<file path="src/rtl/arm_multicycle_controller.sv">
// Multicycle ARM control FSM: sequences fetch/decode/execute over one memory port and holds NZCV.
// Latency: Moore outputs from the state register; 3 to 5+ cycles per instruction plus memory wait states.
// Backpressure: mem_ready stalls FETCH/MEMREAD/MEMWRITE; a WAIT_LIMIT abort raises bus_err (macro ARM_CTRL_PERF_CNT_EN adds perf counters).
module arm_multicycle_controller #(
    parameter int ALU_CTL_WIDTH  = 3,
    parameter int WAIT_LIMIT     = 0,
    parameter int PERF_CNT_WIDTH = 32
) (
    input  logic                      clk,
    input  logic                      reset,
    input  logic [31:0]               instr,
    input  logic [3:0]                alu_flags,
    input  logic                      mem_ready,
    output logic                      pc_write,
    output logic                      ir_write,
    output logic                      adr_src,
    output logic                      mem_write,
    output logic                      reg_write,
    output logic [1:0]                result_src,
    output logic                      alu_src_a,
    output logic [1:0]                alu_src_b,
    output logic [1:0]                imm_src,
    output logic [1:0]                reg_src,
    output logic [ALU_CTL_WIDTH-1:0]  alu_ctl,
    output logic [3:0]                flags,
    output logic                      undef,
    output logic                      bus_err,
    output logic [3:0]                state
`ifdef ARM_CTRL_PERF_CNT_EN
    ,
    output logic [PERF_CNT_WIDTH-1:0] retired,
    output logic [PERF_CNT_WIDTH-1:0] stalls
`endif
);

    // State encoding is visible on the debug port, so keep these values stable.
    typedef enum logic [3:0] {
        ST_FETCH    = 4'd0,
        ST_DECODE   = 4'd1,
        ST_MEMADR   = 4'd2,
        ST_MEMREAD  = 4'd3,
        ST_MEMWB    = 4'd4,
        ST_MEMWRITE = 4'd5,
        ST_EXECR    = 4'd6,
        ST_EXECI    = 4'd7,
        ST_ALUWB    = 4'd8,
        ST_BRANCH   = 4'd9
    } state_t;

    localparam logic [2:0] ALU_ADD = 3'd0;
    localparam logic [2:0] ALU_SUB = 3'd1;
    localparam logic [2:0] ALU_AND = 3'd2;
    localparam logic [2:0] ALU_ORR = 3'd3;
    localparam logic [2:0] ALU_EOR = 3'd4;
    localparam logic [2:0] ALU_MOV = 3'd5;

    // Wait counter only needs to reach WAIT_LIMIT; a zero limit disables the abort entirely.
    localparam bit              WAIT_ON  = (WAIT_LIMIT > 0);
    localparam int              WAIT_W   = (WAIT_LIMIT > 0) ? $clog2(WAIT_LIMIT + 1) : 1;
    localparam logic [WAIT_W-1:0] WAIT_MAX = WAIT_W'(WAIT_LIMIT);

    state_t              cur_st;
    state_t              nxt_st;
    logic [3:0]          flags_q;
    logic [WAIT_W-1:0]   wait_cnt;

    // Instruction fields
    logic [3:0] cond;
    logic [1:0] op;
    logic       i_bit;
    logic [3:0] cmd;
    logic       s_bit;
    logic       l_bit;
    logic       rd_pc;
    logic [15:0] instr_unused;

    assign cond  = instr[31:28];
    assign op    = instr[27:26];
    assign i_bit = instr[25];
    assign cmd   = instr[24:21];
    assign s_bit = instr[20];
    assign l_bit = instr[20];
    assign rd_pc = (instr[15:12] == 4'hF);
    assign instr_unused = {instr[19:16], instr[11:0]};

    // Data-processing command decode
    logic       dp_valid;
    logic       is_cmp;
    logic       is_arith;
    logic [2:0] dp_alu;

    // Map the data-processing command onto an ALU op; unsupported commands trap as undefined.
    always_comb begin
        dp_valid = 1'b1;
        dp_alu   = ALU_ADD;
        case (cmd)
            4'b0100: dp_alu = ALU_ADD;
            4'b0010: dp_alu = ALU_SUB;
            4'b0000: dp_alu = ALU_AND;
            4'b1100: dp_alu = ALU_ORR;
            4'b0001: dp_alu = ALU_EOR;
            4'b1101: dp_alu = ALU_MOV;
            4'b1010: dp_alu = ALU_SUB;
            default: dp_valid = 1'b0;
        endcase
    end

    assign is_cmp   = (cmd == 4'b1010);
    assign is_arith = (cmd == 4'b0100) || (cmd == 4'b0010) || is_cmp;

    // Condition check against the registered flags only, so outputs never follow alu_flags.
    logic f_n, f_z, f_c, f_v;
    logic cond_pass;
    assign {f_n, f_z, f_c, f_v} = flags_q;

    // ARM condition table; 1111 is treated as never.
    always_comb begin
        cond_pass = 1'b0;
        case (cond)
            4'b0000: cond_pass = f_z;
            4'b0001: cond_pass = !f_z;
            4'b0010: cond_pass = f_c;
            4'b0011: cond_pass = !f_c;
            4'b0100: cond_pass = f_n;
            4'b0101: cond_pass = !f_n;
            4'b0110: cond_pass = f_v;
            4'b0111: cond_pass = !f_v;
            4'b1000: cond_pass = f_c && !f_z;
            4'b1001: cond_pass = !f_c || f_z;
            4'b1010: cond_pass = (f_n == f_v);
            4'b1011: cond_pass = (f_n != f_v);
            4'b1100: cond_pass = !f_z && (f_n == f_v);
            4'b1101: cond_pass = f_z || (f_n != f_v);
            4'b1110: cond_pass = 1'b1;
            default: cond_pass = 1'b0;
        endcase
    end

    // Memory states and the wait-limit abort; a completing access always beats the abort.
    logic mem_state;
    logic abort;
    assign mem_state = (cur_st == ST_FETCH) || (cur_st == ST_MEMREAD) || (cur_st == ST_MEMWRITE);
    assign abort     = WAIT_ON && mem_state && !mem_ready && (wait_cnt == WAIT_MAX);

    logic       flag_upd;
    logic [2:0] alu_sel;

    // Next-state and Moore outputs; ir/pc/mem_write additionally qualified by mem_ready.
    always_comb begin
        nxt_st     = cur_st;
        pc_write   = 1'b0;
        ir_write   = 1'b0;
        adr_src    = 1'b0;
        mem_write  = 1'b0;
        reg_write  = 1'b0;
        result_src = 2'b00;
        alu_src_a  = 1'b0;
        alu_src_b  = 2'b00;
        alu_sel    = ALU_ADD;
        undef      = 1'b0;
        flag_upd   = 1'b0;
        case (cur_st)
            ST_FETCH: begin
                alu_src_a  = 1'b1;
                alu_src_b  = 2'b10;
                result_src = 2'b10;
                ir_write   = mem_ready;
                pc_write   = mem_ready;
                if (mem_ready) begin
                    nxt_st = ST_DECODE;
                end
            end
            ST_DECODE: begin
                alu_src_a  = 1'b1;
                alu_src_b  = 2'b10;
                result_src = 2'b10;
                if (!cond_pass) begin
                    nxt_st = ST_FETCH;
                end else begin
                    case (op)
                        2'b00: begin
                            if (!dp_valid) begin
                                undef  = 1'b1;
                                nxt_st = ST_FETCH;
                            end else begin
                                nxt_st = i_bit ? ST_EXECI : ST_EXECR;
                            end
                        end
                        2'b01:   nxt_st = ST_MEMADR;
                        2'b10:   nxt_st = ST_BRANCH;
                        default: begin
                            undef  = 1'b1;
                            nxt_st = ST_FETCH;
                        end
                    endcase
                end
            end
            ST_EXECR, ST_EXECI: begin
                alu_src_b = (cur_st == ST_EXECI) ? 2'b01 : 2'b00;
                alu_sel   = dp_alu;
                flag_upd  = s_bit || is_cmp;
                nxt_st    = is_cmp ? ST_FETCH : ST_ALUWB;
            end
            ST_ALUWB: begin
                reg_write  = 1'b1;
                result_src = 2'b00;
                pc_write   = rd_pc;
                nxt_st     = ST_FETCH;
            end
            ST_MEMADR: begin
                alu_src_b = 2'b01;
                nxt_st    = l_bit ? ST_MEMREAD : ST_MEMWRITE;
            end
            ST_MEMREAD: begin
                adr_src = 1'b1;
                if (abort) begin
                    nxt_st = ST_FETCH;
                end else if (mem_ready) begin
                    nxt_st = ST_MEMWB;
                end
            end
            ST_MEMWB: begin
                reg_write  = 1'b1;
                result_src = 2'b01;
                pc_write   = rd_pc;
                nxt_st     = ST_FETCH;
            end
            ST_MEMWRITE: begin
                adr_src   = 1'b1;
                mem_write = !abort;
                if (abort || mem_ready) begin
                    nxt_st = ST_FETCH;
                end
            end
            ST_BRANCH: begin
                alu_src_a  = 1'b1;
                alu_src_b  = 2'b01;
                result_src = 2'b10;
                pc_write   = 1'b1;
                nxt_st     = ST_FETCH;
            end
            default: nxt_st = ST_FETCH;
        endcase
        if (abort) begin
            nxt_st = ST_FETCH;
        end
    end

    assign bus_err = abort;
    assign alu_ctl = ALU_CTL_WIDTH'(alu_sel);
    assign imm_src = op;
    assign reg_src = {(op == 2'b01) && !l_bit, (op == 2'b10)};
    assign flags   = flags_q;
    assign state   = cur_st;

    // State register
    always_ff @(posedge clk) begin
        if (!reset) begin
            cur_st <= ST_FETCH;
        end else begin
            cur_st <= nxt_st;
        end
    end

    // NZCV: N/Z always load on update, C/V only for arithmetic ops.
    always_ff @(posedge clk) begin
        if (!reset) begin
            flags_q <= 4'b0000;
        end else if (flag_upd) begin
            flags_q[3:2] <= alu_flags[3:2];
            if (is_arith) begin
                flags_q[1:0] <= alu_flags[1:0];
            end
        end
    end

    // Wait-state counter: clears on any state change or abort, counts stalled memory cycles.
    always_ff @(posedge clk) begin
        if (!reset) begin
            wait_cnt <= '0;
        end else if ((nxt_st != cur_st) || abort) begin
            wait_cnt <= '0;
        end else if (WAIT_ON && mem_state && !mem_ready) begin
            wait_cnt <= wait_cnt + WAIT_W'(1);
        end
    end

`ifdef ARM_CTRL_PERF_CNT_EN
    // Retired instructions (entries into FETCH other than aborts) and stalled memory cycles.
    always_ff @(posedge clk) begin
        if (!reset) begin
            retired <= '0;
            stalls  <= '0;
        end else begin
            if ((cur_st != ST_FETCH) && (nxt_st == ST_FETCH) && !abort) begin
                retired <= retired + PERF_CNT_WIDTH'(1);
            end
            if (mem_state && !mem_ready) begin
                stalls <= stalls + PERF_CNT_WIDTH'(1);
            end
        end
    end
`else
    logic perf_unused;
    assign perf_unused = (PERF_CNT_WIDTH > 0);
`endif

endmodule

</file>
<file path="config.mk">
export PLATFORM = sky130hd
export DESIGN_NAME = arm_multicycle_controller
export DESIGN_NICKNAME = d
export VERILOG_FILES = /design/src/rtl/arm_multicycle_controller.sv
export SDC_FILE = /design/constraint.sdc
export NUM_CORES = 1
export LEC_CHECK = 0
export BUFFER_PORTS_ARGS = -buffer_cell sky130_fd_sc_hd__buf_2
export CORE_ASPECT_RATIO = 1.4
export CORE_MARGIN = 10
export CORE_UTILIZATION = 45
export CTS_CLUSTER_DIAMETER = 60
export CTS_CLUSTER_SIZE = 12
export DETAILED_ROUTE_END_ITERATION = 6
export PLACE_DENSITY = 0.95
export SYNTH_ARGS = -nofsm -noshare
export SYNTH_HDL_FRONTEND = slang
export SYNTH_SLANG_ARGS = --single-unit
</file>
<file path="constraint.sdc">
create_clock -name clk -period 2.4 [get_ports clk]
set_input_delay 0 -clock clk [delete_from_list [all_inputs] [get_ports clk]]
set_output_delay 0 -clock clk [all_outputs]
set_load 0.02 [all_outputs]
</file>
* Word-level counts from Yosys, hierarchy flattened
Index checks and enable logic that the tools add are counted.
Word-level totals: bits in registers 8, input port bits 39, output and inout bits 27
Operators by class: equal/unequal tests 37, multiplexer cells 28, reductions and logical operators 28
Operator list (number):
- 4-bit equality test, second input constant | 13
- 4-bit by 3-bit equality test with 1-bit output, second input constant | 9
- 4-bit case mux with 6 select lines | 1
- 4-bit by 2-bit equality test with 1-bit output, second input constant | 5
- 4-bit two-way mux | 5
- 1-bit case mux with 15 select lines | 1
- 3-bit case mux with 5 select lines | 1
- 2-bit OR reduction | 7
- 4-bit by 1-bit equality test with 1-bit output, second input constant | 3
- 4-bit zero test | 3
- 1-bit two-way mux | 12
- 4-bit case mux with 3 select lines | 1
- 3-bit two-way mux | 3
- 7-bit OR reduction | 1
- 2-bit inequality test, second input constant | 3
- 2-bit case mux with 3 select lines | 1
- 1-bit zero test | 5
- 1-bit logical OR | 5
- 2-bit case mux with 2 select lines | 1
- 1-bit logical AND | 3
- 1-bit case mux with 3 select lines | 1
- 3-bit AND reduction | 1
- 3-bit OR reduction | 1
- 2-bit by 1-bit equality test with 1-bit output, second input constant | 1
- 6 further kinds | 6

* Depth between registers and ports, before layout
Gate-level depths: netlist of the first run.
depth in word-level cells 7, mapped depth 6

* Least setup slack after synthesis of the first run
OpenSTA, ideal clock, no wires.
path kind register -> output, start register flags_q[2], in the netlist flags[2], end output undef, arrival 1759 ps, required time 2400 ps, setup slack 641 ps, stages on the path, launching flop included 6, buffers on the path 0, cells stage by stage dfxtp_1 -> and3b_1 -> a22oi_1 -> mux2i_1 -> nor3_2 -> nor3_1
On the way: cells in the longest elaborated chain, start to end 5, elaborated cells between the ends (all ways) 8, classes of those cells mux: 3; reduce/logical: 5
RTL lines:
- start, declared | line 64 | logic [3:0] flags_q;
- start signal, assigned | line 270 | flags_q[3:2] <= alu_flags[3:2];
- 1-bit zero test | line 121, 128, 132
- 1-bit logical AND (on tied branches) | line 132, 128
- 1-bit case mux with 15 select lines * | line 119 | case (cond)
- 1-bit two-way mux * | line 177 | if (!cond_pass) begin
- 1-bit two-way mux * | line 162 | case (cur_st)
- end, declared | line 26 | output logic undef,
Every way passes the cells marked *; elsewhere a longest branch is shown, timed or not.

* Final worst setup path of the first run
Same ends and word-level chain as after synthesis.

==> results.md, run 1 <==
- Outcome: complete, no violations
- CP Max Fanout: 6
- Most frequent cells in the layout: 48 x buf_2, 13 x nor2_1, 9 x nor3_1
- Synth Cell Area: 976 um^2
- Cts bufs inserted: 3
- Synthesis-to-finish area growth: 24.2%
- GR Util All Layers: 0.121
- Clk slew on worst S/H paths: 50 ps
- Syn nets: 172
- Post-place setup slack: 603 ps
- Share of cells above drive strength 1: 0.339
- Final WL: 2.85 mm
- CP bufs+invs: 1
- Crit-path cells: and3b_1 > a22oi_1 > mux2i_1 > nor3_2 > nor3_1 > buf_2
- Worst Setup Start Kind: flop
- Area contributors post-synth: dfxtp_1 16%, mux2i_1 7.2%, nor2_1 5.0%
- Slowest cell on the critical path: dfxtp_1
- Vias in the first global route: 1054
- Largest stage delay, worst path: 420 ps
- Post-synth ARST share: 0
- Crit path arrival time: 1920 ps
- Input/output buffers: 48
- Fin nets: 215
- Initial Util: 0.483
- RR Startpoint: state[2]
- Layout fillers: 194
- Hold Crit Endpoint: flags[2]
- Tmin final: 1920 ps
- Vias: 1149
- Fin cells: 195
- CP delay by family, top: simple AND/OR/NAND/NOR gates
- Die area: 4460 um^2
- DRT Pass-1 Iters: 4
- Hold/Removal Path Class: primary input to flop
- Vias/cell: 5.89
- Max Slew Vio Count: 0
- Clk buf depth: 2
- Final Hold Viols: 0
- Worst VDD drop: 0.265 mV
- MaxCap Viol Count: 0
- Leakage: 0.542 nW
- Placed cell areas: 1180 um^2
- Library cells used by synthesis: 48
- Commonest non-fill, non-tap cell in the layout: buf_2
- CTS tree: built
- Cell Pwr Density: 314 nW/um^2
- Placed insts: 191
- Ant diodes: 0
- DP HPWL: 2.38 mm
- Resize count post-CTS: 0
- Synthesis Warnings: 0
- Max Freq: 522 MHz
- Die height: 75.1 um
- Yosys reg bits: 8
- Total core area: 2020 um^2
- Wire per inst: 14.6 um
- Critical path endpoint category: output pin
- Clk root buf: clkbuf_4
- Clk Latency, worst-skew pair: 260 ps
- Hold path cells: 3
- Final setup margin: 483 ps
- R2R Setup Slk: 620 ps
- I/O pins: 66
- Synth area leader: dfxtp_1
- # DRC: 0
- Hold Buf Count CTS: 1
- Register-to-Register Path Depth: 5
- Post-Syn Instances: 133
- Sequential area share after synthesis: 0.164
- Ys flop type: dfxtp_1
- Final Power: 381 uW
- # Post-CTS Setup Buffers: 0
- Grt ovf: 0
- CP Class: flop to output pin
- Final Cycle Share: 0.799
- Fin Setup TNS: 0 ps
- Average cell area after synthesis: 7.34 um^2
- Number of antenna-violating nets in the routed design: 0
- Setup-failing EPs final: 0
- Initial antenna violation count: 0
- GPL Wtd Cong: 0.826
- H-tree levels: 1
- Iter 0 DRT Violations: 24
- Site Rows: 19
- Top cell type's share of synthesized area: 0.164
- Worst Path Required: 2400 ps
- Final instance area: 1210 um^2
- CTS Sinks: 8
- HP Start: alu_flags[2]
- Post-synth EDFFs: 0
- Die width: 59.4 um
- Worst R2R End: flags[1]
- First-pass GRT wire length: 4.55 mm
- RSZ-0062 raised after global routing: no
- Largest net degree at the start of global routing: 16
- Clk_skew: 9.11 ps
worst min-delay path, delay by kind of cell:
family / cells / cell delay, ps
buf+inv: 1 / 80
mux: 1 / 50
simple gates: 1 / 80
metal layers:
metal | wire length, um | track usage | up-vias
li1 | - | - | 573
met1 | 1090 | 0.120 | 525
met2 | 1430 | 0.224 | 48
met3 | 313 | 0.0471 | 3
met4 | 17 | 0.0307 | 0
met5 | 0 | 0 | -
cell type report:
type	instances	area [um^2]	area share
Clock buffer	3	22.5	0.0186
Inverter	4	15.0	0.0124
Multi-Input combinational cell	110	738	0.609
Sequential cell	8	160	0.132
Tap cell	21	26.3	0.0217
Timing Repair Buffer	49	250	0.206
cells by family after synthesis:
family / Yosys count / share of synthesized area
AO/OA/AOI/OAI: 29 / 0.194
XOR/XNOR: 4 / 0.0359
buffers and inverters: 15 / 0.0795
flip-flops: 8 / 0.164
multiplexers: 7 / 0.0718
other: 1 / 0.00384
AND/OR/NAND/NOR: 69 / 0.451
power by group:
group | switching [mW] | internal (mW) | total [mW]
Clock | 0.0471 | 0.0573 | 0.104
Sequential | 0.00576 | 0.135 | 0.141
Combinational | 0.0806 | 0.0547 | 0.135
cell usage after synthesis, types with 2 or more instances:
cell type  count
inv_1          3
xor2_1         2
dfxtp_1        8
o22ai_1        3
nor2_1        13
buf_2          2
nand3b_1       6
a31oi_1        2
nand2_1        4
o21ai_0        3
nor3b_1        2
nor2b_1        6
nor3_1         9
nand4_1        3
or2_2          2
buf_4          5
mux2i_1        7
nor4b_1        4
xnor2_1        2
o21ai_1        3
nand2b_1       6
clkbuf_1       4
a21oi_1        8
and3b_1        2
stage by stage:
| stage | util | hold WS (ps) |
|---|---|---|
| 5_1_grt | 0.600 | 27.0 |
| 6_report | 0.600 | 4.65 |
| 2_1_floorplan | - | 78.1 |
| 3_5_place_dp | 0.584 | 262 |
| 3_3_place_gp | 0.584 | 239 |
| 4_1_cts | 0.600 | 13.2 |
sequential cells by signal (all words and copies together), names as in the netlist:
register	cells
flags	4
state	4
worst max path at each step:
stage | from | end | slack [ps] | depth (start not counted)
2_1_floorplan | flags[2] | undef | 640 | 5
3_3_place_gp | state[2] | flags[1] | 630 | 5
3_5_place_dp | state[2] | flags[1] | 600 | 5
4_1_cts | flags[2] | undef | 500 | 6
5_1_grt | flags[2] | undef | 370 | 6
6_report | flags[2] | undef | 480 | 6
Power figures use the tool's default switching activity.
==> run 2, diff against run 1 <==
--- a/config.mk
+++ b/config.mk
@@ -8,11 +8,11 @@
 export BUFFER_PORTS_ARGS = -buffer_cell sky130_fd_sc_hd__buf_2
 export CORE_ASPECT_RATIO = 1.4
 export CORE_MARGIN = 10
-export CORE_UTILIZATION = 45
+export CORE_UTILIZATION = 41
 export CTS_CLUSTER_DIAMETER = 60
 export CTS_CLUSTER_SIZE = 12
 export DETAILED_ROUTE_END_ITERATION = 6
-export PLACE_DENSITY = 0.95
+export PLACE_DENSITY = 0.9
 export SYNTH_ARGS = -nofsm -noshare
 export SYNTH_HDL_FRONTEND = slang
 export SYNTH_SLANG_ARGS = --single-unit
==> constraint.sdc (replaced) <==
create_clock -name clk -period 1.82 [get_ports clk]
set_input_delay 0 -clock clk [delete_from_list [all_inputs] [get_ports clk]]
set_output_delay 0 -clock clk [all_outputs]
set_load 0.02 [all_outputs]
==> run 2 against run 1 <==
Compared with the run above:
- power is 38% higher
- core utilization down 1.8 points
- clock skew increased by 7.3 ps
- clock power rose by 41%
- critical path depth is the same
- sequential cell count did not move
- count of clock-buffer cells in the layout stayed put
- hold slack worse by 3.0 ps
- non-clock buffer count is 7 higher
- global-route usage grew 1.1 points
- largest power group is now combinational cells
==> results.md, run 2 (synthesized netlist as in run 1, its figures left out) <==
- Critical path endpoint category: output pin
- Site Rows: 20
- GR peak layer: met2
- Fin nets: 222
- CP bufs+invs: 1
- Vias/cell: 5.73
- Met1 Usage GRT: 0.140
- CP delay by family, top: simple AND/OR/NAND/NOR gates
- Initial antenna violation count: 0
- Vias in the first global route: 1152
- Crit path arrival time: 1720 ps
- Die area: 4760 um^2
- Share of cells above drive strength 1: 0.392
- Final Hold Viols: 0
- Clk buf depth: 2
- Most frequent cells in the layout: 47 x buf_2, 13 x nor2_1, 8 x nor3_1, 8 x a21oi_1
- CTS Sinks: 8
- Die height: 77.7 um
- Clk slew on worst S/H paths: 50 ps
- Vias: 1163
- Commonest non-fill, non-tap cell in the layout: buf_2
- CP Class: flop to output pin
- HP Start: alu_flags[3]
- Global-route track usage on met2: 0.230
- Tmin final: 1720 ps
- Clk_skew: 16.4 ps
- Crit-path cells: and3b_1 > a22oi_2 > mux2i_1 > nor3_2 > nor3_2 > buf_4
- Total core area: 2230 um^2
- DP HPWL: 2.41 mm
- Max Freq: 582 MHz
- Final Power: 525 uW
- Max Slew Vio Count: 0
- Placed insts: 196
- Ant diodes: 0
- Hold/Removal Path Class: primary input to flop
- # DRC: 0
- Final Cycle Share: 0.944
- Grt ovf: 0
- CP dominant cell by count: nor3_2
- CP Max Fanout: 6
- Largest net degree at the start of global routing: 13
- Synthesis-to-finish area growth: 32.8%
- Fin cells: 203
- GPL Wtd Cong: 0.811
- GR Util All Layers: 0.131
- Slowest cell on the critical path: dfxtp_2
- Wire per inst: 15.2 um
- Worst Path Required: 1820 ps
- CTS tree: built
- Crit path from: flags[2]
- Initial Util: 0.438
- Worst Setup Start Kind: flop
- Leakage: 0.583 nW
- Largest stage delay, worst path: 370 ps
- I/O pins: 66
- H-tree levels: 1
- Clk root buf: clkbuf_4
- Cell Pwr Density: 405 nW/um^2
- Setup-failing EPs final: 0
- Number of antenna-violating nets in the routed design: 0
- Outcome: complete, no violations
- Cts bufs inserted: 3
- First-pass GRT wire length: 5.12 mm
- RR Startpoint: state[2]
- Worst VDD drop: 0.383 mV
- Iter 0 DRT Violations: 26
- MaxCap Viol Count: 0
- GR Util met3: 0.0407
- Layout fillers: 226
- Die width: 61.2 um
- Final WL: 3.09 mm
- DRT Pass-1 Iters: 4
- Fin Setup TNS: 0 ps
- Input/output buffers: 48
- Clk Latency, worst-skew pair: 280 ps
==> run 2: path summary, 6_finish.rpt <==
kind	slack, ps	depth (start not counted)	end
worst max register to register	180	5	flags[0]
worst min register to register	580	2	flags[3]
worst min-delay path	2	3	flags[3]
worst max-delay path	100	6	undef
==> run 2: layout make-up <==
| class | count | area, um^2 | share of cell area |
|---|---|---|---|
| Multi-Input combinational cell | 110 | 761 | 0.587 |
| Timing Repair Buffer | 56 | 308 | 0.237 |
| Sequential cell | 8 | 163 | 0.125 |
| Tap cell | 22 | 27.5 | 0.0212 |
| Clock buffer | 3 | 22.5 | 0.0174 |
| Inverter | 4 | 15.0 | 0.0116 |
==> run 2: worst reg2reg max path, delay by kind of cell, from the launching register on <==
kind / cells / cell delay [ps]
and+or+nand+nor: 4 / 800
DFF: 1 / 510
muxes: 1 / 250
==> run 2: metal layers <==
layer / share of wire / up-vias
li1: - / 584
met1: 0.38 / 536
met2: 0.53 / 40
met3: 0.077 / 3
met4: 0.012 / 0
met5: 0 / -
==> run 2: timing repair <==
action / CTS / global route
endpoints found under the hold margin: 2 / 0
hold buffers: 2 / 0
gates resized for setup: 1 / 6
buffers inserted: 1 / 1
endpoints found under the setup margin: 1 / 1
==> run 2: report_power, final <==
group          leakage, nW  total [mW]  internal [mW]  switching [mW]
Combinational        0.503       0.194         0.0800           0.114
Clock               0.0138       0.147         0.0761          0.0709
Sequential          0.0657       0.183          0.178         0.00534
==> run 2: stage by stage <==
step	hold WS (ps)	util	area [um^2]	setup WS, ps
final	1.64	0.582	1300	101
after global routing	18.6	0.582	1300	-5.74
after CTS	1.16	0.567	1260	3.28
after detailed placement	247	0.544	1210	195
after global placement	230	0.544	1210	222
after floorplan	78.1	-	976	60.7
==> run 3, diff against run 2 <==
==> config.mk (replaced) <==
export PLATFORM = sky130hd
export DESIGN_NAME = arm_multicycle_controller
export DESIGN_NICKNAME = d
export VERILOG_FILES = /design/src/rtl/arm_multicycle_controller.sv
export SDC_FILE = /design/constraint.sdc
export NUM_CORES = 1
export LEC_CHECK = 0
export ABC_AREA = 1
export BUFFER_PORTS_ARGS = -buffer_cell sky130_fd_sc_hd__buf_4
export CORE_ASPECT_RATIO = 1.4
export CORE_MARGIN = 10
export CORE_UTILIZATION = 40
export CTS_CLUSTER_DIAMETER = 60
export CTS_CLUSTER_SIZE = 12
export DETAILED_ROUTE_END_ITERATION = 6
export PLACE_DENSITY = 0.91
export SYNTH_ARGS = -nofsm -noshare
export SYNTH_HDL_FRONTEND = slang
export SYNTH_SLANG_ARGS = --single-unit
==> run 3 against run 2 <==
Compared with the run above:
- final cell count increased by 18%
- hold slack improved by 34 ps
- combinational power increased by 41%
- routed wire length decreased by 8.0%
- critical endpoint unchanged
- largest cell class unchanged
- largest power group unchanged
==> results.md, run 3 <==
- Outcome: complete, no violations
- DRT Pass-1 Iters: 4
- Crit path arrival time: 1560 ps
- Hold/Removal Path Class: primary input to flop
- Final Cycle Share: 0.859
- GR Util All Layers: 0.122
- Vias in the first global route: 1133
- Die area: 4550 um^2
- CP Max Fanout: 5
- I/O pins: 66
- GPL Wtd Cong: 0.842
- Layout fillers: 217
- Die height: 75.9 um
- Die width: 59.9 um
- Fin Setup TNS: 0 ps
- Slowest cell on the critical path: dfxtp_1
- Area contributors post-synth: nand2_1 20%, dfxtp_1 18%, inv_1 12%
- Commonest non-fill, non-tap cell in the layout: buf_4
- Setup-failing EPs final: 0
- DP HPWL: 2.35 mm
- Input/output buffers: 48
- Crit-path cells: inv_1 > nand2_1 > nand3_1 > nand2_1 > nand2_1 > nand2_1 > nand3_2 > nand2_1 > inv_1 > buf_4
- Commonest cells post-synth: 47 x nand2_1, 28 x inv_1, 21 x nor2_1
- Average cell area after synthesis: 5.35 um^2
- Max Slew Vio Count: 0
- Share of cells above drive strength 1: 0.300
- Final Hold Viols: 0
- Initial antenna violation count: 0
- Cts bufs inserted: 3
- Initial Util: 0.415
- Final WL: 2.85 mm
- CP bufs+invs: 3
- Max Freq: 639 MHz
- Wire per inst: 11.9 um
- Worst VDD drop: 0.294 mV
- Largest stage delay, worst path: 380 ps
- Site Rows: 20
- Post-synth ARST share: 0
- Ant diodes: 0
- Clk Latency, worst-skew pair: 240 ps
- Yosys reg bits: 8
- Grt ovf: 0
- Clk buf depth: 2
- Largest net degree at the start of global routing: 10
- Synth Cell Area: 893 um^2
- CP dominant cell by count: nand2_1
- Syn nets: 206
- Worst Setup Start Kind: flop
- Tmin final: 1560 ps
- Clk slew on worst S/H paths: 50 ps
- Cell Pwr Density: 454 nW/um^2
- # Post-CTS Setup Buffers: 0
- Post-Syn Instances: 167
- Library cells used by synthesis: 25
- CTS Sinks: 8
- Top-count cell post-synth: nand2_1
- First-pass GRT wire length: 4.63 mm
- Post-synth EDFFs: 0
- H-tree levels: 1
- Final setup margin: 256 ps
- Vias: 1176
- Leakage: 0.706 nW
- Ys flop type: dfxtp_1
- Vias/cell: 4.92
- CP delay by family, top: simple AND/OR/NAND/NOR gates
- Synthesis Warnings: 0
- Iter 0 DRT Violations: 23
- Most frequent cells in the layout: 49 x buf_4, 47 x nand2_1, 28 x inv_1
- Synthesis-to-finish area growth: 45.9%
- Top cell type's share of synthesized area: 0.197
- CP Class: flop to output pin
- Resize count post-CTS: 0
- Hold Buf Count CTS: 2
- Worst Path Required: 1820 ps
- Clk root buf: clkbuf_4
- MaxCap Viol Count: 0
- Total core area: 2150 um^2
- Clk_skew: 1.41 ps
- Post-place setup slack: 381 ps
- RSZ-0062 raised after global routing: no
- Synth area leader: nand2_1
- Number of antenna-violating nets in the routed design: 0
- Fin nets: 258
- Critical path endpoint category: output pin
- CTS tree: built
- Sequential area share after synthesis: 0.179
- # DRC: 0
-- run 3: cell type report --
cell class | count | area, um^2 | share of cell area
multi-input combinational | 124 | 589 | 0.452
timing repair buffer | 51 | 388 | 0.298
sequential | 8 | 160 | 0.123
inverter | 31 | 116 | 0.0893
tap | 22 | 27.5 | 0.0211
clock buffer | 3 | 22.5 | 0.0173
-- run 3: cell families (layout without fill, tap and decap cells) --
family                 count (synthesis)  after routing  synth area share
AND/OR/NAND/NOR                       95             95             0.459
AO/OA/AOI/OAI                         28             28             0.196
other                                  1              1           0.00420
buffers and inverters                 35             85             0.161
flip-flops                             8              8             0.179
-- run 3: worst paths after layout --
kind         slack [ps]  cells past startpoint         start        to
max reg2reg         360                      7      state[2]  flags[0]
min                  40                      3  alu_flags[3]  flags[3]
max                 260                     10      flags[0]     undef
min reg2reg         540                      2      flags[3]  flags[3]
-- run 3: worst reg2reg max path, delay by kind of cell, from the launching register on --
| family | cells | cell delay [ps] |
|---|---|---|
| simple gates | 3 | 510 |
| flops | 1 | 380 |
| buf+inv | 1 | 60 |
| compound gates | 3 | 390 |
-- run 3: where the power goes --
part | leakage [nW] | total (mW) | internal (mW) | switching (mW)
clock network | 0.0138 | 0.127 | 0.0749 | 0.0525
logic | 0.628 | 0.273 | 0.114 | 0.159
registers | 0.0648 | 0.192 | 0.181 | 0.0107
-- run 3: per-layer routing --
layer / vias to the layer above / wire length (um) / global-route usage
li1: 625 / - / -
met1: 516 / 1170 / 0.126
met4: 0 / 52 / 0.0586
met2: 31 / 1530 / 0.218
met3: 4 / 100 / 0.0200
met5: - / 0 / 0
-- run 3: through the flow --
step           hold WS (ps)  cells  cell area (um^2)   util  total power, mW
3_3_place_gp            224    234              1260  0.586            0.461
3_5_place_dp            231    234              1260  0.586            0.464
2_1_floorplan          83.1    167               893      -            0.353
4_1_cts                15.9    239              1300  0.606            0.603
6_report               35.9    239              1300  0.606            0.592
5_1_grt                74.0    239              1300  0.606            0.643
